[config.mk]
export PLATFORM = sky130hd
export DESIGN_NAME = matrix_dpram_flat
export DESIGN_NICKNAME = d
export VERILOG_FILES = /design/src/rtl/matrix_dpram_if.sv /design/src/rtl/matrix_dpram.sv /design/src/flat_wrapper.sv
export SDC_FILE = /design/constraint.sdc
export NUM_CORES = 1
export LEC_CHECK = 0
export CAP_MARGIN = 20
export CORE_MARGIN = 3
export CORE_UTILIZATION = 45
export CTS_CLUSTER_SIZE = 16
export DETAILED_ROUTE_END_ITERATION = 7
export GPL_TIMING_DRIVEN = 1
export PLACE_DENSITY_LB_ADDON = 0.15
export SYNTH_ARGS = -nofsm -noshare
export SYNTH_HDL_FRONTEND = slang
export SYNTH_SLANG_ARGS = --single-unit
[constraint.sdc]
create_clock -name clk -period 8.34 [get_ports clk]
set_input_delay 1.668 -clock clk [delete_from_list [all_inputs] [get_ports clk]]
set_output_delay 1.668 -clock clk [all_outputs]
set_load 0.05 [all_outputs]
[src/rtl/matrix_dpram_if.sv]
// Write/read/clear bundle for matrix_dpram; master drives requests, slave is the RAM.
interface matrix_dpram_if #(
    parameter int unsigned DATA_WIDTH = 16,
    parameter int unsigned LANE_WIDTH = 8,
    parameter int unsigned ROWS       = 8,
    parameter int unsigned COLS       = 8
);
    localparam int unsigned LANES = DATA_WIDTH / LANE_WIDTH;
    localparam int unsigned RW    = (ROWS > 1) ? $clog2(ROWS) : 1;
    localparam int unsigned CW    = (COLS > 1) ? $clog2(COLS) : 1;

    logic                  clr_req;
    logic                  clr_busy;
    logic                  we;
    logic [LANES-1:0]      wbe;
    logic [RW-1:0]         w_row;
    logic [CW-1:0]         w_col;
    logic [DATA_WIDTH-1:0] din;
    logic                  re;
    logic [RW-1:0]         r_row;
    logic [CW-1:0]         r_col;
    logic [DATA_WIDTH-1:0] dout;
    logic                  dout_valid;
    logic                  addr_err;

    modport master (
        output clr_req, we, wbe, w_row, w_col, din, re, r_row, r_col,
        input  clr_busy, dout, dout_valid, addr_err
    );

    modport slave (
        input  clr_req, we, wbe, w_row, w_col, din, re, r_row, r_col,
        output clr_busy, dout, dout_valid, addr_err
    );
endinterface

[src/rtl/matrix_dpram.sv]
// Row/column addressed simple-dual-port RAM with lane write enables, 1/2-cycle read
// latency and a sequential clear engine instead of an array reset.
module matrix_dpram #(
    parameter int unsigned DATA_WIDTH     = 16,
    parameter int unsigned LANE_WIDTH     = 8,
    parameter int unsigned ROWS           = 8,
    parameter int unsigned COLS           = 8,
    parameter int unsigned RD_LATENCY     = 1,
    parameter int unsigned RDW_MODE       = 0,
    parameter int unsigned CLEAR_ON_RESET = 1
) (
    input  logic           clk,
    input  logic           rst_n,
    matrix_dpram_if.slave  bus
);
    localparam int unsigned LANES = DATA_WIDTH / LANE_WIDTH;
    localparam int unsigned DEPTH = ROWS * COLS;
    localparam int unsigned IW    = (DEPTH > 1) ? $clog2(DEPTH) : 1;

    typedef enum logic {
        IDLE  = 1'b0,
        CLEAR = 1'b1
    } state_t;

    state_t                state;
    logic [IW-1:0]         clr_idx;
    logic [DATA_WIDTH-1:0] mem [DEPTH];

    logic                  clearing_c;
    logic                  w_in_c;
    logic                  r_in_c;
    logic                  wr_ok_c;
    logic [IW-1:0]         w_idx_c;
    logic [IW-1:0]         r_idx_c;
    logic [DATA_WIDTH-1:0] rd_word_c;

    logic                  v1, v2;
    logic [DATA_WIDTH-1:0] d1, d2;
    logic                  err_q;

    assign clearing_c = (state == CLEAR);
    assign w_in_c     = (32'(bus.w_row) < ROWS) && (32'(bus.w_col) < COLS);
    assign r_in_c     = (32'(bus.r_row) < ROWS) && (32'(bus.r_col) < COLS);
    // A clr_req accepted this cycle starts the sweep, so the coincident write loses.
    assign wr_ok_c    = bus.we && !clearing_c && !bus.clr_req && w_in_c;
    assign w_idx_c    = IW'(32'(bus.w_row) * COLS + 32'(bus.w_col));
    assign r_idx_c    = IW'(32'(bus.r_row) * COLS + 32'(bus.r_col));

    // Clear engine: one word per cycle, row-major, then back to IDLE.
    always_ff @(posedge clk or negedge rst_n) begin
        if (!rst_n) begin
            state   <= (CLEAR_ON_RESET != 0) ? CLEAR : IDLE;
            clr_idx <= '0;
        end else begin
            case (state)
                IDLE: begin
                    if (bus.clr_req) begin
                        state   <= CLEAR;
                        clr_idx <= '0;
                    end
                end
                CLEAR: begin
                    if (clr_idx == IW'(DEPTH - 1)) begin
                        state   <= IDLE;
                        clr_idx <= '0;
                    end else begin
                        clr_idx <= clr_idx + IW'(1);
                    end
                end
                default: begin
                    state   <= IDLE;
                    clr_idx <= '0;
                end
            endcase
        end
    end

    // Array has no reset term so it can map onto block RAM.
    always_ff @(posedge clk) begin
        if (clearing_c) begin
            mem[clr_idx] <= '0;
        end else if (wr_ok_c) begin
            for (int k = 0; k < LANES; k++) begin
                if (bus.wbe[k]) begin
                    mem[w_idx_c][k*LANE_WIDTH +: LANE_WIDTH] <= bus.din[k*LANE_WIDTH +: LANE_WIDTH];
                end
            end
        end
    end

    always_comb begin
        rd_word_c = mem[r_idx_c];
        if ((RDW_MODE != 0) && wr_ok_c && (w_idx_c == r_idx_c)) begin
            for (int k = 0; k < LANES; k++) begin
                if (bus.wbe[k]) begin
                    rd_word_c[k*LANE_WIDTH +: LANE_WIDTH] = bus.din[k*LANE_WIDTH +: LANE_WIDTH];
                end
            end
        end
        if (clearing_c || !r_in_c) begin
            rd_word_c = '0;
        end
    end

    // Read pipeline; data stages only load on a valid so dout holds between reads.
    always_ff @(posedge clk or negedge rst_n) begin
        if (!rst_n) begin
            v1    <= 1'b0;
            v2    <= 1'b0;
            d1    <= '0;
            d2    <= '0;
            err_q <= 1'b0;
        end else begin
            v1 <= bus.re;
            v2 <= v1;
            if (bus.re) d1 <= rd_word_c;
            if (v1)     d2 <= d1;
            err_q <= err_q | (bus.we && !w_in_c) | (bus.re && !r_in_c);
        end
    end

    assign bus.dout       = (RD_LATENCY == 2) ? d2 : d1;
    assign bus.dout_valid = (RD_LATENCY == 2) ? v2 : v1;
    assign bus.addr_err   = err_q;
    assign bus.clr_busy   = clearing_c;
endmodule

[src/flat_wrapper.sv]
// flat-port wrapper written by rule: the top's interface ports become plain ports
module matrix_dpram_flat 
#(
    parameter int unsigned DATA_WIDTH     = 16,
    parameter int unsigned LANE_WIDTH     = 8,
    parameter int unsigned ROWS           = 8,
    parameter int unsigned COLS           = 8,
    parameter int unsigned RD_LATENCY     = 1,
    parameter int unsigned RDW_MODE       = 0,
    parameter int unsigned CLEAR_ON_RESET = 1
)
  (clk, rst_n, bus_clr_req, bus_we, bus_wbe, bus_w_row, bus_w_col, bus_din, bus_re, bus_r_row, bus_r_col, bus_clr_busy, bus_dout, bus_dout_valid, bus_addr_err);
  matrix_dpram_if #(.DATA_WIDTH(DATA_WIDTH), .LANE_WIDTH(LANE_WIDTH), .ROWS(ROWS), .COLS(COLS)) bus_i ();
  input  logic clk;
  input  logic rst_n;
  input wire logic [$bits(bus_i.clr_req)-1:0] bus_clr_req;
  input wire logic [$bits(bus_i.we)-1:0] bus_we;
  input wire logic [$bits(bus_i.wbe)-1:0] bus_wbe;
  input wire logic [$bits(bus_i.w_row)-1:0] bus_w_row;
  input wire logic [$bits(bus_i.w_col)-1:0] bus_w_col;
  input wire logic [$bits(bus_i.din)-1:0] bus_din;
  input wire logic [$bits(bus_i.re)-1:0] bus_re;
  input wire logic [$bits(bus_i.r_row)-1:0] bus_r_row;
  input wire logic [$bits(bus_i.r_col)-1:0] bus_r_col;
  output wire logic [$bits(bus_i.clr_busy)-1:0] bus_clr_busy;
  output wire logic [$bits(bus_i.dout)-1:0] bus_dout;
  output wire logic [$bits(bus_i.dout_valid)-1:0] bus_dout_valid;
  output wire logic [$bits(bus_i.addr_err)-1:0] bus_addr_err;
  assign bus_i.clr_req = bus_clr_req;
  assign bus_i.we = bus_we;
  assign bus_i.wbe = bus_wbe;
  assign bus_i.w_row = bus_w_row;
  assign bus_i.w_col = bus_w_col;
  assign bus_i.din = bus_din;
  assign bus_i.re = bus_re;
  assign bus_i.r_row = bus_r_row;
  assign bus_i.r_col = bus_r_col;
  assign bus_clr_busy = bus_i.clr_busy;
  assign bus_dout = bus_i.dout;
  assign bus_dout_valid = bus_i.dout_valid;
  assign bus_addr_err = bus_i.addr_err;
  matrix_dpram #(.DATA_WIDTH(DATA_WIDTH), .LANE_WIDTH(LANE_WIDTH), .ROWS(ROWS), .COLS(COLS), .RD_LATENCY(RD_LATENCY), .RDW_MODE(RDW_MODE), .CLEAR_ON_RESET(CLEAR_ON_RESET)) u_core (.clk(clk), .rst_n(rst_n), .bus(bus_i));
endmodule
==> out/results.ini <==
[outcome]
run_status=finished, final reports clean

[worst_setup_path]
critPathRequiredTime_ns=8.61
path_class=input pin to flop
r2r_slack_ns=4.85
r2r_start=u_core.bus.clr_busy
arrival_ns=5.00
start_kind=input pin
ff2ff_path_depth=5
worst_r2r_endpoint=u_core.mem[25][1]
path_max_fanout=31
crit_path_end_kind=flop

[worst_hold_path]
min_to=u_core.bus.dout[7]
whs_path_depth=2
hold_class=flop to flop
hp-start=u_core.bus.dout[7]

[clock_network]
cts_max_level=3
clock_latency_ns=0.64
clk_pin_slew_ns=0.06
cts_made_buffers=103
cts_buffer_depth=3
postCtsSetupBuffers=0
cts_tree=yes
clock-sinks=1048
cts-hold-fix-buffers=0
cts_resized=0
cts_root_buf=clkbuf_16

[placement]
place_area_um2=42800
place_congestion=0.807
dp_hpwl_mm=60.0
numPortBuffers=52

[yosys]
yosysWarnings=0
synth_nets=1947
synthDominantCellAreaShare_pct=74.7
synth_cells=1911
yosys_most_used_dff=edfxtp_1
ys_seq_area_share_pct=76.2
synth_cell_types=40
ys_ff_latch=1048
yosys-top-cells-area=edfxtp_1 (75%), mux4_2 (14%), mux2i_1 (2.7%)
synthesis.area_um2=41100
synth_edf_count=1024
synth_most_common_cell=edfxtp_1
synth.largest_area_cell=edfxtp_1
synth_commonest_cells=edfxtp_1 (1024), mux4_2 (255), nor2_1 (143), mux2i_1 (112), nand2_1 (66)
async_flop_share_pct=2.29
syn_avg_cell_area_um2=21.5

[detailed_routing]
wl_met3_mm=6.49
ant_nets=0
dr.max_layer_used=met4
wl_mm=100
drt_iter0_drc=1891
firstDrtPassIters=5
met2_length_mm=49.0
route.detailed.drc=0
vias=19300
vias_per_cell=5.96
m1WireLength_mm=42.9
wl_per_cell_um=31.0

[timing]
clock.fmax_mhz=211
worst_slew_pin_slew_ns=1.07
fin_crit_ns=4.73
slew_viol_final=0
max_slew_margin_pct=27.9
fin_worst_skew_ns=0.0153
rsz0062_at_grt=false
setup_violations=0
hold_viol_final=0
fin_crit_sh_pct=56.7
tns_ns=0

[floorplanning]
die_area_um2=95100
num_rows=110
die_y_um=308
start_util_pct=45.6
core-area_um2=90300
ios=54
dieWidth_um=308

[power_and_ir_drop]
p_per_area_nw_per_um2=253
ir_drop_mv=0.136
p_leak_uw=0.0148

[global_routing]
grt_usage_pct=21.4
antenna_found_initial=2
grt_overflow=0
grt_max_degree=105
grt_pass1_wl_mm=145
grt_pass1_vias=20000

[layout]
nets=2022
final_layout_size_suffix_gt1_share_pct=23.4
area_delta_synth_final_pct=11.9
final_cell_area_um2=46000

[flow_run]
drv_cap=0

flip-flops by register name, indices dropped and copies added, names as in the netlist:
| register | flops |
|---|---|
| u_core.bus.dout | 16 |
| u_core.mem | 1024 |
| u_core.bus.dout_valid | 1 |
| u_core.bus.clr_busy | 1 |
| u_core.clr_idx | 6 |
worst max path at each step:
stage	from	cells past startpoint	slack (ns)	endpoint
after detailed placement	bus_clr_req	7	2.94	u_core.mem[27][6]
after CTS	bus_clr_req	7	3.66	u_core.mem[25][1]
after floorplan	bus_we	6	4.27	u_core.mem[0][10]
after global placement	bus_clr_req	7	3.00	u_core.mem[26][13]
final	bus_clr_req	7	3.61	u_core.mem[25][1]
after global routing	bus_clr_req	7	3.50	u_core.mem[26][14]
stage by stage:
stage / setup WS (ns) / instances / utilization [%] / hold WS, ns / total power, µW
6_report: 3.61 / 3241 / 51.0 / 0.569 / 11700
5_1_grt: 3.50 / 3241 / 51.0 / 0.601 / 12000
4_1_cts: 3.66 / 3240 / 51.0 / 0.577 / 11700
3_5_place_dp: 2.94 / 3057 / 47.4 / 0.562 / 7240
3_3_place_gp: 3.00 / 3057 / 47.4 / 0.566 / 7230
2_1_floorplan: 4.27 / 1911 / - / 0.518 / 6770
power by group:
group | switching [µW] | internal [µW]
clock | 1900 | 2640
sequential | 108 | 5990
combinational | 708 | 319
total | 2710 | 8950
cells by family after synthesis:
group | synth area share, %
buffers and inverters | 1.69
other | 0.00911
muxes | 17.6
xor gates and xnor gates | 0.0426
AOI/OAI and AO/OA | 1.81
adders and majority gates | 0.0304
DFF | 76.2
and+or+nand+nor | 2.62
area by class of cell:
class | count | area, µm²
Fill cell | 6999 | 44200
Inverter | 2 | 7.51
Clock inverter | 61 | 572
Antenna cell | 1 | 2.50
Multi-Input combinational cell | 752 | 9150
Timing Repair Buffer | 79 | 771
Clock buffer | 122 | 2710
Tap cell | 1176 | 1470
Sequential cell | 1048 | 31400
layout by cell type, fill, tap and decap left out, drive strengths merged, types with 23 or more instances in the layout:
cell	instances
edfxtp	1024
dfrtp	23
mux2	31
a22oi	32
mux2i	112
clkdlybuf4s50	48
mux4	256
nor2	143
nand2	66
buf	31
clkbuf	122
clkinv	45
worst max-delay path: stages:
cell             delay (ns)
clkdlybuf4s50_1        0.50
nor2b_1                0.22
nor3b_4                0.20
buf_4                  0.37
mux2i_1                0.78
nand3_1                0.53
nor2_1                 0.71
metal layers:
metal | up-vias | global-route usage, %
met5 | - | 0
met2 | 778 | 34.7
met3 | 138 | 3.53
li1 | 8100 | -
met4 | 0 | 5.76
met1 | 10300 | 30.7
(Power assumes the default switching activity.)
